### src/rtl/stream_arbiter.sv
// ----------------------------------------------------------------------------
// stream_arbiter
//
// N-input valid/ready arbiter feeding a one-entry registered output stage.
// Each cycle one requesting input is selected, either by fixed priority or by
// round-robin. Its beat is captured into the output register, which drains
// through a valid/ready port. A full register may drain and refill in the
// same cycle, so throughput is one beat per cycle.
//
// Optional feature macro: STREAM_ARBITER_LOCK_EN
//   Defined   : a port may hold the grant across beats through in_lock.
//   Undefined : in_lock is ignored and arbitration is purely per beat.
//
// Parameters
//   DataType : payload type (packed)
//   PORTS    : number of input ports (>= 1)
//   MODE     : HIGH_TO_LOW (port 0 first), LOW_TO_HIGH (port PORTS-1 first),
//              ROUND_ROBIN (rotating start point rr_ptr)
//
// Ports
//   clock, reset      : rising-edge clock, synchronous active-high reset
//   in_valid[i]       : port i offers a beat
//   in_ready[i]       : port i's beat is taken this cycle
//   in_data[i]        : payload of port i
//   in_lock[i]        : keep the grant after this beat (lock build only)
//   out_valid         : output register holds a beat
//   out_ready         : consumer takes the beat this cycle
//   out_data          : registered payload
//   out_port          : index of the port that supplied out_data
// ----------------------------------------------------------------------------

package selector_params;
    typedef enum logic [1:0] {
        HIGH_TO_LOW,
        LOW_TO_HIGH,
        ROUND_ROBIN
    } selector_e;
endpackage

package cpu_core_params;
    typedef logic [31:0] CpuData;
endpackage

module stream_arbiter #(
    parameter type                       DataType = cpu_core_params::CpuData,
    parameter int                        PORTS    = 4,
    parameter selector_params::selector_e MODE    = selector_params::HIGH_TO_LOW,
    localparam int                       PW       = (PORTS > 1) ? $clog2(PORTS) : 1
) (
    input  logic             clock,
    input  logic             reset,
    input  logic [PORTS-1:0] in_valid,
    output logic [PORTS-1:0] in_ready,
    input  DataType          in_data [PORTS],
    input  logic [PORTS-1:0] in_lock,
    output logic             out_valid,
    input  logic             out_ready,
    output DataType          out_data,
    output logic [PW-1:0]    out_port
);

    typedef enum logic {EMPTY, FULL} state_e;

    state_e           state_q, state_d;
    DataType          data_q, data_d;
    logic [PW-1:0]    port_q, port_d;
    logic [PW-1:0]    rr_ptr_q, rr_ptr_d;

    logic             accept;
    logic [PORTS-1:0] request;
    logic [PORTS-1:0] grant;

    // The register can take a new beat when empty or when it drains this cycle.
    assign accept = (state_q == EMPTY) || out_ready;

`ifdef STREAM_ARBITER_LOCK_EN
    logic          locked_q, locked_d;
    logic [PW-1:0] owner_q, owner_d;

    // While locked only the owner is eligible, even if it is not requesting.
    always_comb begin
        request = in_valid;
        if (locked_q) begin
            for (int k = 0; k < PORTS; k++) begin
                if (PW'(k) != owner_q) begin
                    request[k] = 1'b0;
                end
            end
        end
    end

    // Only the owner can transfer while locked, so the lock simply follows
    // the in_lock flag of whichever port transferred last.
    always_comb begin
        locked_d = locked_q;
        owner_d  = owner_q;
        for (int k = 0; k < PORTS; k++) begin
            if (in_ready[k]) begin
                locked_d = in_lock[k];
                owner_d  = PW'(k);
            end
        end
    end

    always_ff @(posedge clock) begin
        if (reset) begin
            locked_q <= 1'b0;
            owner_q  <= '0;
        end else begin
            locked_q <= locked_d;
            owner_q  <= owner_d;
        end
    end
`else
    logic unused_lock;
    assign unused_lock = ^in_lock;
    assign request     = in_valid;
`endif

    // Grant: first eligible requester in the search order of the chosen mode.
    generate
        if (PORTS == 1) begin : g_single
            assign grant = 1'b1;
        end else begin : g_multi
            always_comb begin
                int   idx;
                logic found;
                grant = '0;
                found = 1'b0;
                idx   = 0;
                for (int k = 0; k < PORTS; k++) begin
                    case (MODE)
                        selector_params::LOW_TO_HIGH: idx = PORTS - 1 - k;
                        selector_params::ROUND_ROBIN: begin
                            idx = int'(rr_ptr_q) + k;
                            if (idx >= PORTS) begin
                                idx = idx - PORTS;
                            end
                        end
                        default: idx = k;
                    endcase
                    if (!found && request[idx]) begin
                        grant[idx] = 1'b1;
                        found      = 1'b1;
                    end
                end
            end
        end
    endgenerate

    // Reset masks in_ready so no producer sees a handshake that is discarded.
    for (genvar gi = 0; gi < PORTS; gi++) begin : g_ready
        assign in_ready[gi] = !reset && accept && grant[gi] && in_valid[gi];
    end

    always_comb begin
        logic xfer;
        state_d  = state_q;
        data_d   = data_q;
        port_d   = port_q;
        rr_ptr_d = rr_ptr_q;
        xfer     = 1'b0;
        for (int k = 0; k < PORTS; k++) begin
            if (in_ready[k]) begin
                xfer     = 1'b1;
                data_d   = in_data[k];
                port_d   = PW'(k);
                rr_ptr_d = (k == PORTS - 1) ? '0 : PW'(k + 1);
            end
        end
        if (xfer) begin
            state_d = FULL;
        end else if ((state_q == FULL) && out_ready) begin
            state_d = EMPTY;
        end
    end

    always_ff @(posedge clock) begin
        if (reset) begin
            state_q  <= EMPTY;
            data_q   <= '0;
            port_q   <= '0;
            rr_ptr_q <= '0;
        end else begin
            state_q  <= state_d;
            data_q   <= data_d;
            port_q   <= port_d;
            rr_ptr_q <= rr_ptr_d;
        end
    end

    assign out_valid = (state_q == FULL);
    assign out_data  = data_q;
    assign out_port  = port_q;

endmodule

### config.mk
export PLATFORM = sky130hd
export DESIGN_NAME = stream_arbiter
export DESIGN_NICKNAME = d
export VERILOG_FILES = /design/src/rtl/stream_arbiter.sv
export SDC_FILE = /design/constraint.sdc
export NUM_CORES = 1
export LEC_CHECK = 0
export BUFFER_PORTS_ARGS = -buffer_cell sky130_fd_sc_hd__buf_4
export CAP_MARGIN = 20
export CORE_MARGIN = 2
export CORE_UTILIZATION = 43
export CTS_BUF_LIST = sky130_fd_sc_hd__clkbuf_2 sky130_fd_sc_hd__clkbuf_4 sky130_fd_sc_hd__clkbuf_8
export CTS_CLUSTER_SIZE = 8
export DETAILED_ROUTE_END_ITERATION = 6
export HOLD_SLACK_MARGIN = 0.08
export PLACE_DENSITY = 0.87
export SYNTH_ARGS = -nofsm -noshare
export SYNTH_HDL_FRONTEND = slang
export SYNTH_SLANG_ARGS = --single-unit
### constraint.sdc
create_clock -name clock -period 3.09 [get_ports clock]
set_input_delay 0 -clock clock [delete_from_list [all_inputs] [get_ports clock]]
set_output_delay 0 -clock clock [all_outputs]
set_load 0.02 [all_outputs]
== After elaboration in Yosys (flattened, before gate mapping) ==
Cells that the tools add are included.
Operators by class
  multiplexer cells: 21
  bitwise gates (word level): 1
  reduce and logical (&&, ||, !) cells: 20
Operators with widths (number)
  2-to-1 mux 32 bit: 4
  logical AND 1 bit: 13
  2-to-1 mux 1 bit: 10
  2-to-1 mux 2 bit: 5
  zero test 1 bit: 4
  2-to-1 mux 4 bit: 1
  nonzero test 4 bit: 1
  2-to-1 mux 3 bit: 1
  nonzero test 2 bit: 1
  logical OR 1 bit: 1
  NOT 1 bit: 1
Storage, ports and cells
  register bits: 35
  output and inout port bits: 39

== Logic depth before layout (Yosys ltp) ==
Gate-level depths: netlist of the first run.
  depth after elaboration: 17
  mapped depth: 6
  depth with buffers taken out: 4

== Worst setup path before layout of the first run ==
OpenSTA, ideal clock, no wires.
  path kind: reg-to-reg
  start point: register state_q (netlist: out_valid)
  end point: register data_q (netlist bit out_data[10])
  data arrival time: 1402 ps
  path slack: 1556 ps
  cell stages (with the launch flop): 6
  buffers on the path: 1
  period minus slack after synthesis: 1534 ps
  cell sequence: dfxtp_1 -> nor2b_1 -> nor2_1 -> clkbuf_1 -> o221a_2 -> nor3_1
On the way
  longest elaborated chain between the ends: 8
Ends and longest elaborated chain
  from (decl): line 64  | state_e state_q, state_d;
  from (signal assigned): line 185  | state_q <= state_d;
  NOT 1 bit *: line 74  | assign accept = (state_q == EMPTY) || out_ready;
  logical OR 1 bit *: line 74
  logical AND 1 bit *: line 153  | assign in_ready[gi] = !reset && accept && grant[gi] && in_valid[gi];
  logical AND 1 bit (2 in a row): line 153
  2-to-1 mux 32 bit (3 in a row): line 164  | if (in_ready[k]) begin
  to (signal assigned): line 186  | data_q <= data_d;
  to (decl): line 65  | DataType data_q, data_d;
Mark *: on every way between the ends. The rest lies on a longest branch, timed or not.
A chain may end at the register's enable or synchronous reset.

== Worst setup path after layout of the first run ==
  start point: register state_q (netlist: out_valid)
  end point: output in_ready[0]
On the way
  longest elaborated chain between the ends: 5
Ends and longest elaborated chain
  NOT 1 bit: line 74
  logical OR 1 bit: line 74
  logical AND 1 bit (3 in a row): line 153
  to (decl): line 53  | output logic [PORTS-1:0] in_ready,
Every way passes these cells.

==> results of run 1 <==
-- registers in the layout, summed over array words and instances, names as in the netlist --
signal / count
out_data: 32
out_valid: 1
out_port: 2
-- worst min-delay path by stage --
stage | startpoint | endpoint | slack, ps
finish | in_valid[1] | out_port[0]$_SDFFE_PP0P_ | 100
global route | in_valid[1] | out_port[0]$_SDFFE_PP0P_ | 120
CTS | in_valid[1] | out_port[0]$_SDFFE_PP0P_ | 100
detailed placement | out_ready | out_valid$_SDFFE_PP0P_ | 340
global placement | in_valid[0] | out_port[0]$_SDFFE_PP0P_ | 310
floorplan | in_valid[0] | in_ready[0] | 180
-- stage by stage --
stage | utilization (%) | hold slack [ps] | std cells
after floorplan | - | 183 | 247
after global placement | 72.2 | 312 | 465
after detailed placement | 72.2 | 336 | 465
after CTS | 74.5 | 97.4 | 475
after global routing | 74.9 | 116 | 476
final | 74.9 | 102 | 476
-- Yosys cell counts --
master	n	area, sq um
buf_1	1	3.75
clkinv_1	1	3.75
a211oi_2	1	12.5
or2_1	1	6.26
nor2_1	36	135
nor4_4	1	21.3
a211oi_1	1	7.51
buf_6	4	45.0
o22ai_1	32	200
o21bai_1	1	7.51
a21oi_1	2	10.0
inv_1	1	3.75
clkbuf_1	15	56.3
dfxtp_1	35	701
o21ai_0	1	5.00
nand2b_1	5	31.3
mux2i_1	32	320
nor3_1	34	170
and2_1	1	6.26
a31oi_1	1	6.26
o221a_2	32	360
buf_4	4	30.0
buf_2	4	20.0
nor2b_1	1	6.26
-- kinds of logic (layout without fill, tap and decap cells) --
kind of cell	Yosys count	in the layout	share of synthesized area, %
AOI/OAI and AO/OA	71	71	28.1
buffers and inverters	30	192	7.50
DFF	35	35	32.3
muxes	32	32	14.8
and+or+nand+nor	79	79	17.4
-- worst min-delay path, stage by stage --
cell      delay (ps)
buf_4            130
o21bai_1         130
a211oi_1          70
-- layer usage --
metal | track usage (%) | wire length, um | share of wire, %
met5 | 0 | 0 | 0
met4 | 10.1 | 131 | 1.6
met3 | 5.49 | 531 | 6.6
met2 | 48.3 | 4230 | 53
met1 | 32.1 | 3150 | 39
-- final cells by class --
| class | count | area share (%) |
|---|---|---|
| Timing Repair Buffer | 182 | 38.6 |
| Tap cell | 67 | 2.34 |
| Multi-Input combinational cell | 182 | 36.8 |
| Clock buffer | 7 | 2.34 |
| Inverter | 2 | 0.209 |
| Sequential cell | 35 | 19.6 |
| Clock inverter | 1 | 0.140 |
-- repair_timing --
item                       CTS  global route
hold buffers                 2             0
resized for setup            0             0
setup endpoints to repair    0             0
hold endpoints to repair     2             0
-- power by group --
| group | total (mW) | internal [mW] | leakage (nW) | switching [mW] |
|---|---|---|---|---|
| Sequential | 0.510 | 0.490 | 0.290 | 0.0205 |
| Combinational | 0.469 | 0.252 | 1.46 | 0.217 |
| Clock | 0.330 | 0.176 | 0.0491 | 0.155 |
| Total | 1.31 | 0.917 | 1.80 | 0.392 |
==> run_results.csv, run 1 <==
group,metric,value,unit
critical_path,critPathLaunchType,"register",
cells_and_area,num_antenna_cells,0,
timing,grt_setup_unrepaired,"no",
clock_tree,post_cts_buffers,0,
grt,grt_pass1_wl,11700,um
yosys,syn_area_per_cell,8.78,sq um
yosys,ys_seq_area_share,32.3,%
timing,hold_viol_final,0,
critical_path,crit_top_cell,"buf_4",
yosys,ys_warn_count,0,
yosys,syn_area,0.00217,sq mm
routing,drc,0,
timing,setup_slack,1110,ps
critical_path,cp.arrival,1980,ps
critical_path,crit_fanout,21,
timing,tns,0,ps
cells_and_area,layout-drive-gt1-share,54.8,%
grt,gr-usage-all-layers,27.2,%
timing,maxSlewHeadroom,30.0,%
clock_tree,root_buffer,"clkbuf_8",
clock_tree,htreeDepth,2,
min_path,hold_path_class,"in2reg",
placed_design,placed_cell_area,0.00345,sq mm
routing,wire_per_inst,16.9,um
timing,setup_viol,0,
grt,grt_overflow_total,0,
routing,routed_wl,8040,um
critical_path,r2r-end,"out_data[26]$_SDFFE_PP0P_",
flow_run,max_cap_violations,0,
clock_tree,clk_pin_slew,70,ps
cells_and_area,nets,547,
placed_design,dpl.hpwl,5830,um
critical_path,critPathKind,"reg2out",
floorplanning,pin_count,178,
yosys,ys_types,24,
critical_path,reg2reg_depth,5,
timing,slew_violations,0,
critical_path,worst-path-stages,5,
floorplanning,initial_core_util,45.3,%
yosys,syn_inst,247,
yosys,ys_ff_latch,35,
placed_design,place_congestion,0.795,
clock_tree,clk_latency,280,ps
critical_path,crit_path_start,"out_valid$_SDFFE_PP0P_",
critical_path,timing.reg2reg.setup_slack,1290,ps
clock_tree,cts_num_sinks,35,
critical_path,crit_path_cell_trace,"nor2b_1, nor2_2, buf_4, and2_1, buf_4",
critical_path,critPathCaptureType,"primary output",
critical_path,r2r-start,"out_valid$_SDFFE_PP0P_",
floorplanning,core,0.00479,sq mm
floorplanning,rows,25,
min_path,hold_depth,3,
cells_and_area,area_growth,65.2,%
routing,ant_nets,0,
placed_design,post-place-ws,1300,ps
critical_path,critPathSlowestCell,"nor2_2",
cells_and_area,layout_commonest_cell,"buf_4",
critical_path,max_stage_delay,510,ps
floorplanning,die_area,0.00563,sq mm
floorplanning,die_w,75.0,um
critical_path,critPathBufInv,2,
cells_and_area,multi_input_area,0.00132,sq mm
routing,via_per_inst,5.53,
timing,fmaxAchievable,0.505,GHz
floorplanning,die_y,75.0,um
clock_tree,cts_tree,"done",
grt,grt_pass1_vias,2496,
timing,timing.final.crit_share,64.1,%
routing,vias,2634,
yosys,syn_nets,386,
timing,min_period,1980,ps
outcome,status,"finished clean",
placed_design,portBuffers,173,
critical_path,critical_path.top_delay_family,"simple AND/OR/NAND/NOR gates",
cells_and_area,fillers,383,
routing,drt-pass1-iter-count,4,
timing,skew,6.42,ps
cells_and_area,ff_latch_area,701,sq um
cells_and_area,final_cell_area,0.00358,sq mm
power_and_ir_drop,leakage,1.80,nW
power_and_ir_drop,irDropWorstVdd,0.273,mV
routing,initialDrtViolationCount,195,
timing,tightest_slew,1040,ps
power_and_ir_drop,finalPower,1.31,mW
power_and_ir_drop,cellPowerDensity,365,mW/mm^2
grt,grt_max_degree,40,
cells_and_area,mostFrequentLayoutCells,"buf_4, nor2_1, dfxtp_1",
clock_tree,clk_path_buf_depth,2,
critical_path,critPathCapture,"in_ready[0]",
grt,antenna_found_initial,0,
critical_path,cp.required,3090,ps
clock_tree,numCtsBuffers,5,
Note: power is estimated with default switching activity, not from simulation.
==> run 2, diff against run 1 <==
- CORE_UTILIZATION: 43 -> 36
- PLACE_DENSITY: 0.87 -> 0.77
- clock period: 3.09 -> 1.6 ns (I/O delays scaled with it)
==> run 2 against run 1 <==
Clock skew increased by 1.4 ps. Critical path depth grew 1. Setup slack lost 1000 ps. Global-route usage decreased by 3.3 points. Sequential power is 93% higher. Register-to-register slack worse by 1200 ps. Final area increased by 4.5%. Clock-buffer cell count is 1 higher. First-iteration DRC count fell by 61%. Highest routed layer unchanged. Hold slack better by 4.8 ps.
==> run_results.csv, run 2 (synthesis results as in run 1) <==
group,metric,value,unit
outcome,status,"finished clean",
power_and_ir_drop,cellPowerDensity,703,mW/mm^2
placed_design,dpl.hpwl,6050,um
cells_and_area,num_antenna_cells,0,
routing,drc,0,
timing,fmaxAchievable,0.662,GHz
floorplanning,die_w,81.6,um
power_and_ir_drop,cellInternalPower,1.87,mW
cells_and_area,layout-drive-gt1-share,55.9,%
clock_tree,clk_path_buf_depth,2,
timing,grt_setup_unrepaired,"no",
critical_path,critPathKind,"in2out",
critical_path,cp.arrival,1510,ps
cells_and_area,nets,560,
critical_path,timing.reg2reg.setup_slack,130,ps
cells_and_area,mostFrequentLayoutCells,"buf_4, nor2_1, dfxtp_1",
flow_run,max_cap_violations,0,
clock_tree,clk_latency,280,ps
power_and_ir_drop,seqPwrFrac,37.3,%
clock_tree,htreeDepth,2,
grt,grt_pass1_wl,12000,um
cells_and_area,area_growth,72.7,%
clock_tree,cts_tree,"done",
routing,routed_wl,7830,um
routing,via_per_inst,5.27,
floorplanning,core,0.00589,sq mm
power_and_ir_drop,leakage,1.88,nW
critical_path,critPathLaunchType,"primary input",
clock_tree,root_buffer,"clkbuf_8",
clock_tree,numCtsBuffers,5,
routing,initialDrtViolationCount,77,
floorplanning,pin_count,178,
floorplanning,die_area,0.00666,sq mm
placed_design,post-place-ws,27.1,ps
grt,grt_pass1_vias,2574,
clock_tree,cts_num_sinks,35,
power_and_ir_drop,clock_power_share,27.1,%
grt,grt_overflow_total,0,
power_and_ir_drop,finalPower,2.63,mW
cells_and_area,fillers,503,
routing,ant_nets,0,
critical_path,crit_fanout,16,
power_and_ir_drop,swShare,28.9,%
placed_design,place_congestion,0.814,
power_and_ir_drop,irDropWorstVdd,0.301,mV
routing,drt-pass1-iter-count,4,
cells_and_area,layout_commonest_cell,"buf_4",
timing,tightest_slew,444,ps
timing,setup_slack,89.9,ps
timing,timing.final.crit_share,94.4,%
timing,maxSlewHeadroom,70.3,%
critical_path,cp.required,1600,ps
grt,antenna_found_initial,0,
timing,hold_viol_final,0,
timing,slew_violations,0,
min_path,hold_path_class,"in2reg",
timing,skew,7.86,ps
timing,setup_viol,0,
power_and_ir_drop,p_switching,0.761,mW
critical_path,critPathCaptureType,"primary output",
routing,wire_per_inst,15.8,um
clock_tree,clk_pin_slew,70,ps
power_and_ir_drop,power_frac_comb,35.6,%
timing,min_period,1510,ps
routing,vias,2619,
cells_and_area,largest_reg_flops,32,
floorplanning,rows,28,
floorplanning,die_y,81.6,um
placed_design,portBuffers,173,
grt,gr-usage-all-layers,23.8,%
grt,grt_max_degree,35,
floorplanning,initial_core_util,36.9,%
timing,tns,0,ps
-- run 2: critical path, cell delays in order --
cell	delay, ps
dlygate4sd3_1	550
buf_4	210
buf_4	190
nand2b_1	190
nor3_1	190
buf_4	170
-- run 2: per-stage QoR --
step | utilization (%) | std cells | hold slack, ps | area, sq um
floorplan | - | 247 | 183 | 2170
global placement | 60.7 | 484 | 314 | 3570
detailed placement | 60.7 | 484 | 322 | 3570
CTS | 63.2 | 496 | 94.3 | 3720
global route | 63.6 | 497 | 160 | 3750
finish | 63.6 | 497 | 107 | 3750
-- run 2: power groups by stage --
stage / clock (mW) / combinational (mW) / sequential (mW)
floorplan: 0 / 0.358 / 1.09
global placement: 0 / 0.908 / 1.00
detailed placement: 0 / 0.922 / 1.00
CTS: 0.733 / 0.934 / 0.984
global route: 0.783 / 1.01 / 0.994
finish: 0.713 / 0.938 / 0.983
-- run 2: repair_timing --
item / CTS / global route
hold endpoints to repair: 14 / 0
hold buffers: 4 / 0
resized for setup: 1 / 5
pin swaps: 0 / 2
setup buffers: 0 / 1
endpoints found under the setup margin: 5 / 26
-- run 2: path summary, 6_finish.rpt --
path / start / endpoint / cells after the start
setup / recovery: reset / in_ready[2] / 6
hold / removal: in_valid[1] / out_valid$_SDFFE_PP0P_ / 3
setup reg to reg: out_valid$_SDFFE_PP0P_ / out_data[30]$_SDFFE_PP0P_ / 5
hold reg to reg: out_data[16]$_SDFFE_PP0P_ / out_data[16]$_SDFFE_PP0P_ / 2
-- run 2: per-layer routing --
metal / global-route usage (%) / vias up / share of wire [%] / wire length (um)
li1: - / 1300 / - / -
met1: 27.1 / 1196 / 38 / 2970
met2: 43.2 / 109 / 52 / 4090
met3: 5.71 / 14 / 7.9 / 620
met4: 8.67 / 0 / 2.0 / 153
met5: 0 / - / 0 / 0
-- run 2: layout make-up --
cell class	instances	area (sq um)	share of cell area (%)
clock buffer	8	104	2.77
tap	75	93.8	2.51
inverter	2	7.51	0.200
multi-input combinational	182	1330	35.4
timing repair buffer	195	1510	40.4
sequential	35	701	18.7
